File: src/rtl/vram_port_arbiter.sv
// vram_port_arbiter: arbitrates NUM_PORTS VDP clients onto the single 32-bit SDRAM
// command interface, schedules auto-refresh, and handles 8/16/32-bit lane steering.
// Optional build macro VRAM_ARB_ROUND_ROBIN_EN selects rotating port priority;
// without it, port 0 has the highest fixed priority.
module vram_port_arbiter #(
  parameter int unsigned NUM_PORTS      = 3,
  parameter int unsigned OP_CYCLES      = 4,
  parameter int unsigned REFRESH_CYCLES = 420
) (
  input  logic                    clk,
  input  logic                    resetn,
  input  logic [NUM_PORTS-1:0]    req,
  input  logic [NUM_PORTS-1:0]    we,
  input  logic [2*NUM_PORTS-1:0]  size,
  input  logic [23*NUM_PORTS-1:0] addr,
  input  logic [32*NUM_PORTS-1:0] wdata,
  output logic [NUM_PORTS-1:0]    ack,
  output logic [NUM_PORTS-1:0]    rvalid,
  output logic [31:0]             rdata,
  output logic                    busy,
  output logic                    fail,
  output logic                    mem_rd,
  output logic                    mem_wr,
  output logic                    mem_refresh,
  output logic [20:0]             mem_addr,
  output logic [31:0]             mem_din,
  output logic [3:0]              mem_be,
  input  logic [31:0]             mem_dout,
  input  logic                    mem_busy,
  input  logic                    mem_data_ready,
  input  logic                    mem_enabled
);

  localparam int unsigned PW  = (NUM_PORTS > 1) ? $clog2(NUM_PORTS) : 1;
  localparam int unsigned OCW = $clog2(OP_CYCLES + 1);
  localparam int unsigned RCW = $clog2(REFRESH_CYCLES + 1);

  typedef enum logic [1:0] {StInit, StIdle, StOp} state_e;

  state_e               state_q, state_d;
  logic [OCW-1:0]       op_cnt_q, op_cnt_d;
  logic [RCW-1:0]       ref_cnt_q, ref_cnt_d;
  logic                 ref_pend_q, ref_pend_d;
  logic                 fail_q, fail_d;
  logic [NUM_PORTS-1:0] ack_q, ack_d, rvalid_q, rvalid_d;
  logic [31:0]          rdata_q, rdata_d, mem_din_q, mem_din_d;
  logic                 mem_rd_q, mem_rd_d, mem_wr_q, mem_wr_d, mem_refresh_q, mem_refresh_d;
  logic [20:0]          mem_addr_q, mem_addr_d;
  logic [3:0]           mem_be_q, mem_be_d;
  logic [PW-1:0]        op_port_q, op_port_d;
  logic                 op_read_q, op_read_d;
  logic [1:0]           op_size_q, op_size_d, op_lane_q, op_lane_d;

  logic          grant_vld, slot_free, ref_hit, ref_take, g_we, g_misaligned;
  logic [PW-1:0] grant_idx;
  logic [1:0]    g_size;
  logic [22:0]   g_addr;
  logic [31:0]   g_wdata, g_din, rd_shift;
  logic [3:0]    g_be;

`ifdef VRAM_ARB_ROUND_ROBIN_EN
  logic [PW-1:0] last_q, last_d;

  // Rotating search starting at the port after the last granted one.
  always_comb begin
    int unsigned cand;
    cand      = 0;
    grant_vld = 1'b0;
    grant_idx = '0;
    for (int k = 0; k < NUM_PORTS; k++) begin
      cand = (int'(last_q) + 1 + k) % NUM_PORTS;
      if (!grant_vld && req[PW'(cand)]) begin
        grant_vld = 1'b1;
        grant_idx = PW'(cand);
      end
    end
  end
`else
  // Fixed priority: the lowest requesting index wins.
  always_comb begin
    grant_vld = 1'b0;
    grant_idx = '0;
    for (int i = NUM_PORTS - 1; i >= 0; i--) begin
      if (req[PW'(i)]) begin
        grant_vld = 1'b1;
        grant_idx = PW'(i);
      end
    end
  end
`endif

  // Select the winning port's fields and derive lane enables and replicated write data.
  always_comb begin
    g_we    = 1'b0;
    g_size  = 2'b00;
    g_addr  = '0;
    g_wdata = '0;
    for (int i = 0; i < NUM_PORTS; i++) begin
      if (grant_idx == PW'(i)) begin
        g_we    = we[i];
        g_size  = size[2*i +: 2];
        g_addr  = addr[23*i +: 23];
        g_wdata = wdata[32*i +: 32];
      end
    end
    unique case (g_size)
      2'b00: begin
        g_be  = 4'b0001 << g_addr[1:0];
        g_din = {4{g_wdata[7:0]}};
      end
      2'b01: begin
        g_be  = g_addr[1] ? 4'b1100 : 4'b0011;
        g_din = {2{g_wdata[15:0]}};
      end
      default: begin
        g_be  = 4'b1111;
        g_din = g_wdata;
      end
    endcase
    g_misaligned = ((g_size == 2'b01) && g_addr[0]) ||
                   ((g_size == 2'b10) && (g_addr[1:0] != 2'b00));
  end

  // Right-justify the addressed lane(s) of the completing read.
  always_comb begin
    rd_shift = '0;
    unique case (op_size_q)
      2'b00:   rd_shift = {24'h0, 8'(mem_dout >> {op_lane_q, 3'b000})};
      2'b01:   rd_shift = {16'h0, 16'(mem_dout >> {op_lane_q[1], 4'b0000})};
      default: rd_shift = mem_dout;
    endcase
  end

  // Next-state: refresh timer, operation sequencing, arbitration and command issue.
  always_comb begin
    state_d       = state_q;
    op_cnt_d      = op_cnt_q;
    ref_cnt_d     = ref_cnt_q;
    fail_d        = fail_q;
    ack_d         = '0;
    rvalid_d      = '0;
    rdata_d       = rdata_q;
    mem_rd_d      = 1'b0;
    mem_wr_d      = 1'b0;
    mem_refresh_d = 1'b0;
    mem_addr_d    = mem_addr_q;
    mem_din_d     = mem_din_q;
    mem_be_d      = mem_be_q;
    op_port_d     = op_port_q;
    op_read_d     = op_read_q;
    op_size_d     = op_size_q;
    op_lane_d     = op_lane_q;
    ref_hit       = 1'b0;
    ref_take      = 1'b0;
    slot_free     = 1'b0;
`ifdef VRAM_ARB_ROUND_ROBIN_EN
    last_d        = last_q;
`endif

    if (state_q != StInit) begin
      if (ref_cnt_q <= RCW'(1)) begin
        ref_cnt_d = RCW'(REFRESH_CYCLES);
        ref_hit   = 1'b1;
      end else begin
        ref_cnt_d = ref_cnt_q - 1'b1;
      end
    end

    unique case (state_q)
      StInit: if (mem_enabled && !mem_busy) state_d = StIdle;
      StIdle: slot_free = 1'b1;
      StOp: begin
        op_cnt_d = op_cnt_q - 1'b1;
        // Completion edge doubles as the next arbitration slot.
        if (op_cnt_q == OCW'(1)) begin
          slot_free = 1'b1;
          state_d   = StIdle;
          op_read_d = 1'b0;
          if (op_read_q) begin
            for (int i = 0; i < NUM_PORTS; i++) rvalid_d[i] = (op_port_q == PW'(i));
            rdata_d = rd_shift;
            if (!mem_data_ready) fail_d = 1'b1;
          end
        end
      end
      default: state_d = StInit;
    endcase

    if (slot_free) begin
      if (ref_pend_q) begin
        ref_take      = 1'b1;
        mem_refresh_d = 1'b1;
        state_d       = StOp;
        op_cnt_d      = OCW'(OP_CYCLES);
      end else if (grant_vld) begin
        for (int i = 0; i < NUM_PORTS; i++) ack_d[i] = (grant_idx == PW'(i));
`ifdef VRAM_ARB_ROUND_ROBIN_EN
        last_d = grant_idx;
`endif
        // Reserved size: acknowledged but never reaches the SDRAM.
        if (g_size == 2'b11) begin
          fail_d = 1'b1;
        end else begin
          state_d    = StOp;
          op_cnt_d   = OCW'(OP_CYCLES);
          mem_rd_d   = !g_we;
          mem_wr_d   = g_we;
          mem_addr_d = g_addr[22:2];
          mem_be_d   = g_be;
          mem_din_d  = g_din;
          op_port_d  = grant_idx;
          op_read_d  = !g_we;
          op_size_d  = g_size;
          op_lane_d  = g_addr[1:0];
          if (g_misaligned) fail_d = 1'b1;
        end
      end
    end

    ref_pend_d = (ref_pend_q && !ref_take) || ref_hit;
    if (ref_hit && ref_pend_q && !ref_take) fail_d = 1'b1;
  end

  // State register with asynchronous active-low reset.
  always_ff @(posedge clk or negedge resetn) begin
    if (!resetn) begin
      state_q       <= StInit;
      op_cnt_q      <= '0;
      ref_cnt_q     <= RCW'(REFRESH_CYCLES);
      ref_pend_q    <= 1'b0;
      fail_q        <= 1'b0;
      ack_q         <= '0;
      rvalid_q      <= '0;
      rdata_q       <= '0;
      mem_rd_q      <= 1'b0;
      mem_wr_q      <= 1'b0;
      mem_refresh_q <= 1'b0;
      mem_addr_q    <= '0;
      mem_din_q     <= '0;
      mem_be_q      <= '0;
      op_port_q     <= '0;
      op_read_q     <= 1'b0;
      op_size_q     <= '0;
      op_lane_q     <= '0;
    end else begin
      state_q       <= state_d;
      op_cnt_q      <= op_cnt_d;
      ref_cnt_q     <= ref_cnt_d;
      ref_pend_q    <= ref_pend_d;
      fail_q        <= fail_d;
      ack_q         <= ack_d;
      rvalid_q      <= rvalid_d;
      rdata_q       <= rdata_d;
      mem_rd_q      <= mem_rd_d;
      mem_wr_q      <= mem_wr_d;
      mem_refresh_q <= mem_refresh_d;
      mem_addr_q    <= mem_addr_d;
      mem_din_q     <= mem_din_d;
      mem_be_q      <= mem_be_d;
      op_port_q     <= op_port_d;
      op_read_q     <= op_read_d;
      op_size_q     <= op_size_d;
      op_lane_q     <= op_lane_d;
    end
  end

`ifdef VRAM_ARB_ROUND_ROBIN_EN
  // Last granted port; resets so that the first search starts at port 0.
  always_ff @(posedge clk or negedge resetn) begin
    if (!resetn) last_q <= PW'(NUM_PORTS - 1);
    else         last_q <= last_d;
  end
`endif

  assign busy        = (state_q != StIdle);
  assign fail        = fail_q;
  assign ack         = ack_q;
  assign rvalid      = rvalid_q;
  assign rdata       = rdata_q;
  assign mem_rd      = mem_rd_q;
  assign mem_wr      = mem_wr_q;
  assign mem_refresh = mem_refresh_q;
  assign mem_addr    = mem_addr_q;
  assign mem_din     = mem_din_q;
  assign mem_be      = mem_be_q;

endmodule

File: config.mk
export PLATFORM = sky130hd
export DESIGN_NAME = vram_port_arbiter
export DESIGN_NICKNAME = d
export VERILOG_FILES = /design/src/rtl/vram_port_arbiter.sv
export SDC_FILE = /design/constraint.sdc
export NUM_CORES = 1
export LEC_CHECK = 0
export ABC_AREA = 0
export CORE_ASPECT_RATIO = 0.8
export CORE_MARGIN = 8
export CORE_UTILIZATION = 41
export CTS_BUF_LIST = sky130_fd_sc_hd__clkbuf_8
export CTS_CLUSTER_SIZE = 24
export DETAILED_ROUTE_END_ITERATION = 12
export PLACE_DENSITY = 0.84
export SLEW_MARGIN = 20
export SYNTH_ARGS = -nofsm -noshare
export SYNTH_HDL_FRONTEND = slang
export SYNTH_SLANG_ARGS = --single-unit
File: constraint.sdc
create_clock -name clk -period 2.75 [get_ports clk]
set_clock_uncertainty 0.1 [all_clocks]
set_input_delay 0.55 -clock clk [delete_from_list [all_inputs] [get_ports clk]]
set_output_delay 0.55 -clock clk [all_outputs]
set_load 0.05 [all_outputs]
## After elaboration in Yosys (flattened, before gate mapping)

Index checks and enable logic that the tools add are counted.

| cells by class | value |
|---|---|
| shift-type cells | 3 |
| bitwise operators | 2 |
| multiplexer cells | 69 |
| order comparisons | 1 |
| add/sub/neg operators | 2 |
| equality and inequality tests | 12 |
| reductions and logical operators | 20 |

Operator list:

| operator | number |
|---|---|
| 32-bit one-hot mux with 2 select lines | 2 |
| 32-bit two-way mux | 3 |
| 23-bit two-way mux | 3 |
| 1-bit two-way mux | 34 |
| 3-bit two-way mux | 11 |
| 32-bit by 5-bit >> shifter with 16-bit output | 1 |
| 32-bit by 5-bit >> shifter with 8-bit output | 1 |
| 2-bit two-way mux | 11 |
| 2-bit by 1-bit equality test with 1-bit output (second input constant) | 5 |
| 2-bit equality test (second input constant) | 5 |
| 2-bit zero test | 5 |
| 9-bit by 1-bit less-or-equal comparator with 1-bit output (second input constant) | 1 |
| 9-bit two-way mux | 1 |
| 9-bit by 1-bit subtractor with 9-bit output (second input constant) | 1 |
| 4-bit one-hot mux with 2 select lines | 1 |
| 1-bit logical AND | 6 |
| 2-bit one-hot mux with 3 select lines | 1 |
| 4-bit two-way mux | 1 |
| 4-bit AND reduction | 1 |
| 2-bit nonzero test | 2 |
| 1-bit by 2-bit left shift with 4-bit output (first input constant) | 1 |
| 3-bit by 1-bit equality test with 1-bit output (second input constant) | 1 |
| 1-bit zero test | 3 |
| 3-bit AND reduction | 1 |
| other kinds (5) | 7 |

| storage, ports and cells | value |
|---|---|
| logic and storage cells | 127 |
| bits in registers | 121 |
| input port bits | 214 |
| output and inout bits | 100 |

## Longest topological paths before layout

Gate-level depths: netlist of the first run.

| depth | value |
|---|---|
| word-level depth | 15 |
| mapped depth | 10 |
| mapped depth without buffers | 7 |

## Worst setup path after synthesis of the first run

Ideal clock, no wire load.

| timing | value |
|---|---|
| path kind | flip-flop to flip-flop |
| from | register state_q[0] |
| to | register mem_din_q[12] (netlist: mem_din[12]) |
| path slack | 0.616 ns |
| arrival | 1.909 ns |
| stages on the path, launching flop included | 10 |
| period minus slack after synthesis | 2.134 ns |
| library setup time | 0.125 ns |
| path buffers | 3 |
| cells stage by stage | dfrtp_1 -> inv_1 -> ha_1 -> and3b_1 -> buf_6 -> o211a_4 -> o21a_1 -> buf_6 -> buf_6 -> mux2_4 |

| on the way | value |
|---|---|
| longest elaborated chain between the ends | 3 |

RTL lines:

| item | line | RTL |
|---|---|---|
| start: declaration | 40 | `state_e state_q, state_d;` |
| start signal: assignment | 227 | `state_q <= StInit;` |
| start signal: assignment | 246 | `state_q <= state_d;` |
| 2-bit equality test / 2-bit by 1-bit equality test with 1-bit output (equally long branches) | 169 | `unique case (state_q)` |
| 1-bit one-hot mux with 2 select lines (*) | 169 |  |
| 4-bit AND reduction (no line) (*) | - |  |
| end signal: assignment | 258 | `mem_din_q <= mem_din_d;` |
| end: declaration | 46 | `logic [31:0] rdata_q, rdata_d, mem_din_q, mem_din_d;` |

Mark *: on every way between the ends. The rest lies on a longest branch, timed or not.
A chain may end at the register's enable or synchronous reset.

## Worst setup path after layout of the first run

| timing | value |
|---|---|
| from | register state_q[0] |
| to | register mem_addr_q[17] (netlist: mem_addr[17]) |

| on the way | value |
|---|---|
| longest elaborated chain between the ends | 3 |

RTL lines:

| item | line | RTL |
|---|---|---|
| 2-bit equality test / 2-bit by 1-bit equality test with 1-bit output (equally long branches) | 169 |  |
| 1-bit one-hot mux with 2 select lines (*) | 169 |  |
| 4-bit AND reduction (no line) (*) | - |  |
| end signal: assignment | 257 | `mem_addr_q <= mem_addr_d;` |
| end: declaration | 48 | `logic [20:0] mem_addr_q, mem_addr_d;` |

Marked as above.

==> results.txt, run 1 <==
- Max Slew Vio Count: 0
- Vert. Die Dim: approximately 120 um
- The total area inside the core boundary comes to 14300 um2.
- Boundary pin count: ~310
- Power per standard cell area: 1070 nW/um2
- In the routed design, unresolved DRC markers number 0.
* Clock-pin slew of the registers on the worst-case setup and hold paths: ~0.08 ns
- Hold-critical path depth: 1
- After synthesis, the cell types taking the most area are sky130_fd_sc_hd__dfrtp_1 (48%), sky130_fd_sc_hd__nand2_1 (7.7%), sky130_fd_sc_hd__o21ai_0 (5.7%), sky130_fd_sc_hd__mux2i_1 (3.3%), sky130_fd_sc_hd__a31oi_1 (3.1%).
- Summing all placed instances gives a cell area of 8830 um2.
- Compared with the post-synthesis result, the final layout area differs by 53.7%.
* Outcome: complete, no violations
* Synth top cells by count: sky130_fd_sc_hd__nand2_1 (123), sky130_fd_sc_hd__dfrtp_1 (115), sky130_fd_sc_hd__o21ai_0 (69)
* Clock latency on the worst-skew pair: 0.44 ns
- Count of mapped cells out of synthesis: around 640
- Sinks on the clock net: 119
- In this run, synthesis produced a sequential element count of 119.
- Global route overflow: 0
* TritonCTS clock tree: done
- Number of warnings printed during yosys synthesis: 0
- In this run, the number of DRC markers left after iteration 0 of detailed routing was between 400 and 500.
* Max Freq: 0.420 GHz
- STA classifies the critical path startpoint as a flip-flop.
- The number of global-route vias before repair came to 5960.
* Period utilization: 0.866
- In this run the worst path has a maximum fanout of 28.
- Headroom to the max-slew limit came out at 0.434.
- Summing internal, switching and leakage power gives 9.94 mW.
- Number of enable flip-flop cells after synthesis: 0
- The worst setup path is captured at a flip-flop.
- Most repeated cell in the gate-level netlist after synthesis: sky130_fd_sc_hd__nand2_1
- After detailed routing, the total wire length is 21.3 mm.
- After detailed routing, the average wire length per cell comes to around 19 um.
* Width of the die: 152 um
- Setup repair after global routing left no endpoint under its margin.
- Standard-cell row count: 39
- For this run, the total global-route usage over all layers was measured as 0.226.
* Largest net degree at the start of global routing: 46
- Proportion of synthesized flip-flops having asynchronous set or reset: 1.00
- # H-tree levels: 4
- Number of buffers created by CTS: 17
- DPL Wire Length: 16.6 mm
- FF-to-FF path depth: 8
* Total die area: 18800 um2
- The initial antenna violation count is 0.
- Mean instance size in the synthesized netlist: 9.38 um2
* Setup-violating endpoint count in the final report: 0
- In this run the clock root is driven by a sky130_fd_sc_hd__clkbuf_8.
* Synth Flop Type: sky130_fd_sc_hd__dfrtp_1
- The biggest area contributor in the post-synthesis netlist is sky130_fd_sc_hd__dfrtp_1.
* Final hold violation count: 0
- Post-route worst hold slack: 0.367 ns
- Maxcap violations: 0
- The net count of the finished layout is 1124.
* Yosys top cell area share: 0.478
- At the pin with the least slew margin, the transition time is 0.845 ns.
- The number of different library cells used by synthesis comes to slightly above 50.
- CP Data Arrival Time: 2.62 ns
- Via count: between 5000 and 6000
- The worst setup path is of the reg2reg kind.
- Post-Synthesis Cell Area: 6020 um2
* Kind of path behind the tightest hold check: reg2reg
- Proportion of synthesized chip area in sequential cells: 0.495
- Using the TritonRoute via totals, the vias-per-cell ratio works out to between 5 and 6.
- The first global-routing pass estimated about 33 mm of wire.
- Share of post-route cells with drive strength above 1: 0.0996
- At the worst endpoint, the required time is 2.99 ns.
- Final estimated routing congestion in global placement: just over 0.9
* Minimum period implied by the final worst setup slack: approximately 2.4 ns
- The detail route stage leaves a number of antenna-violating nets equal to 0.
- For this configuration, the core starts out at a cell density of 0.421.
- The worst-case IR drop observed on VDD is 0.846 mV.
- The pre-antenna-repair detailed-routing pass consisted of 5 iterations.
* Port buffer count: between 200 and 300
* Maximum buffer depth of the clock tree: 2
- The analysis attributes to cell leakage a power of between 3 and 4 nW.
- The finished cells cover 9260 um2.
* ANT cells: 0
power breakdown:
group          switching, mW  leakage [nW]  internal (mW)
clock                  0.770         0.211          0.864
sequential             0.503          1.33           2.44
combinational           3.37          2.46           1.98
total                   4.65          4.00           5.29
critical path: stages (launching register included):
cell	delay (ns)
sky130_fd_sc_hd__dfrtp_1	0.43
sky130_fd_sc_hd__inv_1	0.11
sky130_fd_sc_hd__ha_1	0.30
sky130_fd_sc_hd__and3b_1	0.36
sky130_fd_sc_hd__o211a_4	0.22
sky130_fd_sc_hd__o21a_2	0.20
sky130_fd_sc_hd__buf_4	0.30
sky130_fd_sc_hd__nor2_1	0.07
sky130_fd_sc_hd__a31oi_1	0.18
metal layers:
metal	routed length (um)	up-vias	global-route usage
met3	2460	30	0.0984
li1	-	2784	-
met5	0	-	0
met2	9890	272	0.353
met1	8610	2788	0.279
met4	356	0	0.0564
registers in the layout (all words and copies together), names as in the netlist, 2 cells and up:
| register | count |
|---|---|
| rdata | 32 |
| mem_addr | 21 |
| rvalid | 3 |
| op_lane_q | 2 |
| ack | 2 |
| mem_din | 32 |
| state_q | 2 |
| ref_cnt_q | 9 |
| mem_be | 4 |
| op_size_q | 2 |
| op_cnt_q | 3 |
worst paths after layout:
kind / endpoint / startpoint / slack [ns]
setup / recovery: mem_addr[17]$_DFFE_PN0P_ / state_q[0]$_DFF_PN0_ / 0.37
max in group asynchronous: mem_din[25]$_DFFE_PN0P_ / resetn / 1.22
setup reg to reg: mem_addr[17]$_DFFE_PN0P_ / state_q[0]$_DFF_PN0_ / 0.37
hold / removal: rvalid[0]$_DFF_PN0_ / op_port_q[0]$_DFFE_PN0P_ / 0.37
min in group asynchronous: ref_cnt_q[4]$_DFFE_PN0N_ / resetn / 0.53
hold reg to reg: rvalid[0]$_DFF_PN0_ / op_port_q[0]$_DFFE_PN0P_ / 0.37
through the flow:
step	std cells	setup slack (ns)	TNS, ns	util
after floorplan	643	0.616	0	-
after global placement	1065	-0.00863	-0.0133	0.618
after detailed placement	1065	-0.109	-1.13	0.618
after CTS	1098	0.0320	0	0.647
after global routing	1098	0.218	0	0.648
final	1098	0.369	0	0.648
cell usage in the layout (no fill, tap or decap), types with 3 or more instances in the layout:
cell / instances
sky130_fd_sc_hd__clkdlybuf4s50_1: 251
sky130_fd_sc_hd__nand2_1: 122
sky130_fd_sc_hd__dfrtp_1: 115
sky130_fd_sc_hd__o21ai_0: 68
sky130_fd_sc_hd__nor2_1: 48
sky130_fd_sc_hd__a31oi_1: 30
sky130_fd_sc_hd__buf_4: 30
sky130_fd_sc_hd__nor3_1: 27
sky130_fd_sc_hd__mux2i_1: 19
sky130_fd_sc_hd__clkbuf_8: 19
sky130_fd_sc_hd__inv_1: 15
sky130_fd_sc_hd__a21oi_1: 15
sky130_fd_sc_hd__nor3b_1: 11
sky130_fd_sc_hd__a21o_1: 10
sky130_fd_sc_hd__a311oi_1: 9
sky130_fd_sc_hd__mux2_2: 9
sky130_fd_sc_hd__ha_1: 9
sky130_fd_sc_hd__a22oi_1: 8
sky130_fd_sc_hd__a222oi_1: 8
sky130_fd_sc_hd__o32a_1: 8
sky130_fd_sc_hd__a22o_1: 8
sky130_fd_sc_hd__clkinv_4: 5
sky130_fd_sc_hd__xnor2_1: 4
sky130_fd_sc_hd__and2_1: 4
sky130_fd_sc_hd__nor2b_1: 4
sky130_fd_sc_hd__mux2_4: 4
sky130_fd_sc_hd__dfstp_2: 4
sky130_fd_sc_hd__nor4_1: 3
sky130_fd_sc_hd__inv_6: 3
sky130_fd_sc_hd__clkinv_2: 3
sky130_fd_sc_hd__buf_12: 3
kinds of logic after synthesis:
family | count (synthesis) | share of synthesized area
fa+ha+maj | 9 | 0.0187
buf+inv | 63 | 0.0523
other cells | 1 | 0.000623
mux | 34 | 0.0638
xor+xnor | 6 | 0.00872
flops | 119 | 0.495
simple gates | 233 | 0.169
compound gates | 177 | 0.192
repair_timing:
item / CTS / global route
gates resized for setup: 0 / 1
setup endpoints to repair: 0 / 1
hold buffers: 1 / 0
hold endpoints to repair: 29 / 0
setup buffers: 0 / 0
final cells by class:
type	count	area [um2]
clock inverter	13	145
fill	1135	5040
timing repair buffer	286	2820
inverter	16	60.1
sequential	119	2980
tap	184	230
multi-input combinational	461	2760
clock buffer	19	262
No activity file was read; power rests on OpenSTA's default activity.
==> inputs of run 2 (changes only) <==
Settings changed: CORE_UTILIZATION 41 to 38, DONT_BUFFER_PORTS set to 1, PLACE_DENSITY 0.84 to 0.53.
==> run 2 against run 1 <==
  * The run now ends with hold timing left
  * Sequential power increased by 65%
  * Non-clock buffer count is 273 lower
  * Combinational power shrank 62%
  * Sequential cell count stayed put
  * Power down 13%
  * Register-to-register slack got worse by 0.11 ns
  * Core utilization down 22 points
  * Count of clock-buffer cells in the layout did not move
  * Routed wire length shrank 13%
  * Largest power group is now sequential cells
==> results.txt, run 2 (synthesized netlist as in run 1, its figures left out) <==
* Standard-cell row count: 41 (+5.1%)
- Share of post-route cells with drive strength above 1: 0.109 (+0.00964)
* Total negative setup slack: 0 ns (unchanged)
- The number of nets in the layout is 851 (-24%).
- The number of sinks driven by the clock tree was 119 (unchanged).
- Number of detailed-routing iterations run before antenna repair: 6 (+1)
- The number of maximum-capacitance violations is 0 (unchanged).
- The number of failing hold endpoints at the final stage was 119 (+119).
- The area of the core region is 15600 um2 (+9.4%).
- The number of ports placed on the die boundary came to 314 (unchanged).
* Net switching power: 4.34 mW (-6.6%)
- Layout fillers: 1574 (+39%)
* Largest voltage drop on the vdd net: 0.550 mV (-35%)
* RSZ-0062 raised after global routing: no
* Clock network fraction of total power: 0.194 (+0.030)
- Sort of element at the start of the critical path: flip-flop
* Antenna violation net count after detailed routing: 0 (unchanged)
- Total buffers and inverters traversed by the critical path: 2 (unchanged)
- Final estimated routing congestion in global placement: 0.810 (-12%)
- The final routed DRC violation total came to 0 (unchanged).
- Max Slew Vio Count: 0 (unchanged)
- The relative contribution of combinational cells to total power was 0.240 (-0.299).
* # H-tree levels: 4 (unchanged)
- The tightest slew margin relative to the limit came to 0.424 (-0.0102).
* Critical path peak fanout: 64 (+130%)
* Largest net degree at the start of global routing: 120 (+160%)
- The share of total power consumed by net switching was 0.505 (+0.0372).
* Violated checks: hold timing
* Number of vias per cell after detailed routing: 5.58 (+4.3%)
* Starting density of the core: 0.385 (-0.0363)
- The arrival time of data at the critical path endpoint was 2.71 ns (+0.09 ns).
* Type of the worst setup path: reg2reg
- Port buffer count: 0 (-100%)
- Leaving out fill and tap cells, the most frequent cell in the layout is sky130_fd_sc_hd__nand2_1.
- Crit-path max cell delay: 0.43 ns (about the same)
- The slew at the pin closest to its max-slew limit is 0.860 ns (+0.0152 ns).
* Post-route worst hold slack: -0.294 ns (-0.661 ns)
- TritonCTS clock tree: done
- Layout-stage area growth over the synthesis result: 9.78%
- The post-cts gate resize count was 0 (unchanged).
- The sum of routed wire length over all layers was 18.6 mm (-13%).
- The total vias in the final route is 4775 (-19%).
- Leakage power: 2.90 nW (-28%)
* Max Freq: 0.401 GHz (-4.6%)
- Number of global-route vias before repair: 5020 (-16%)
* Outcome: complete, but fails checks
- The global-route wire length before repair is 28.6 mm (-14%).
* Power per standard cell area: 1300 nW/um2 (+21%)
- The count of buffers added by post-CTS timing repair for setup is 0 (unchanged).
* Total die area: 20200 um2 (+7.0%)
- Setup slack of the worst register-to-register path: 0.25 ns (-0.11 ns)
- Width of the die: 157 um (+3.5%)
- Maximum buffer depth of the clock tree: 2 (unchanged)
* Minimum period implied by the final worst setup slack: 2.50 ns (+0.114 ns)
- Clock latency on the worst-skew pair: 0.43 ns (about the same)
- Broken down by cell family, the worst path's largest delay share belongs to flip-flops.
* Ordered list of cells on the worst path: inv_1 -> ha_1 -> and3b_1 -> o211a_4 -> o21a_2 -> buf_12 -> mux2_2
- Clock Root Buffer: sky130_fd_sc_hd__clkbuf_8
- The TritonCTS buffer count came to 17 (unchanged).
* Total power: 8.60 mW (-13%)
* Portion of total power attributed to sequential cells: 0.567 (+0.271)
- The total routing usage reported by global routing was 0.184 (-0.0412).
- The placed wire-length estimate was 14.0 mm (-15%).
- The data required time at the worst endpoint was 2.97 ns (-0.02 ns).
- The share of the clock period used by the worst path is 0.907 (+0.0416).
- STA classifies the critical path endpoint as a flip-flop.
* Global route overflow: 0 (unchanged)
- Setup-violating endpoint count in the final report: 0 (unchanged)
- The library cells used most frequently in the layout, excluding fill and tap cells, are sky130_fd_sc_hd__nand2_1 (122), sky130_fd_sc_hd__dfrtp_1 (115), sky130_fd_sc_hd__o21ai_0 (68).
- ANT cells: 0 (unchanged)
* Kind of path behind the tightest hold check: in2async
* Clock-pin slew of the registers on the worst-case setup and hold paths: 0.07 ns (about the same)
- Library cell contributing the largest single delay on the critical path: sky130_fd_sc_hd__dfrtp_1
- Internal Dissipation: 4.26 mW (-20%)
- Initial antenna violation count: 0 (unchanged)
- DRC marker count from the first detailed-route iteration: 326 (-30%)
* Average wire per standard cell: 21.8 um (+12%)
- Vert. Die Dim: 129 um (+3.4%)
run 2: stage by stage:
stage               std cells  area [um2]  setup slack, ns  hold WS [ns]  utilization
finish                    856        6610            0.255        -0.294        0.423
global route              856        6610           0.0831        -0.348        0.423
CTS                       856        6610            0.262        -0.332        0.422
detailed placement        824        6190            0.211         0.157        0.396
global placement          824        6190            0.276         0.158        0.396
floorplan                 643        6030            0.616         0.154            -
run 2: layout make-up:
| type | count | area, um2 | share of cell area |
|---|---|---|---|
| Timing Repair Buffer | 13 | 123 | 0.0185 |
| Clock inverter | 13 | 154 | 0.0233 |
| Multi-Input combinational cell | 461 | 2760 | 0.418 |
| Clock buffer | 19 | 262 | 0.0395 |
| Sequential cell | 119 | 2980 | 0.451 |
| Inverter | 16 | 60.1 | 0.00908 |
| Tap cell | 215 | 269 | 0.0407 |
run 2: layer usage:
metal	track usage	wire length, um	up-vias
met5	0	0	-
met4	0.0355	93	0
met3	0.103	2290	7
met2	0.284	8390	206
met1	0.224	7850	2325
li1	-	-	2237
run 2: worst paths after layout:
check,start,end,cells after the start
worst max-delay path,state_q[0]$_DFF_PN0_,mem_din[10]$_DFFE_PN0P_,7
worst min-delay path,resetn,mem_din[15]$_DFFE_PN0P_,0
worst max register to register,state_q[0]$_DFF_PN0_,mem_din[10]$_DFFE_PN0P_,7
worst min register to register,op_port_q[0]$_DFFE_PN0P_,rvalid[0]$_DFF_PN0_,1
max in group asynchronous,resetn,ref_cnt_q[2]$_DFFE_PN1N_,0
min in group clk,mem_dout[29],rdata[29]$_DFFE_PN0P_,2
run 2: power by group through the flow:
| stage | combinational (mW) | clock [mW] | sequential (mW) |
|---|---|---|---|
| final | 2.06 | 1.66 | 4.87 |
| after global routing | 2.36 | 1.81 | 4.98 |
| after CTS | 2.07 | 1.71 | 4.90 |
| after detailed placement | 2.08 | 0 | 4.93 |
| after global placement | 1.98 | 0 | 4.91 |
| after floorplan | 1.75 | 0 | 4.62 |
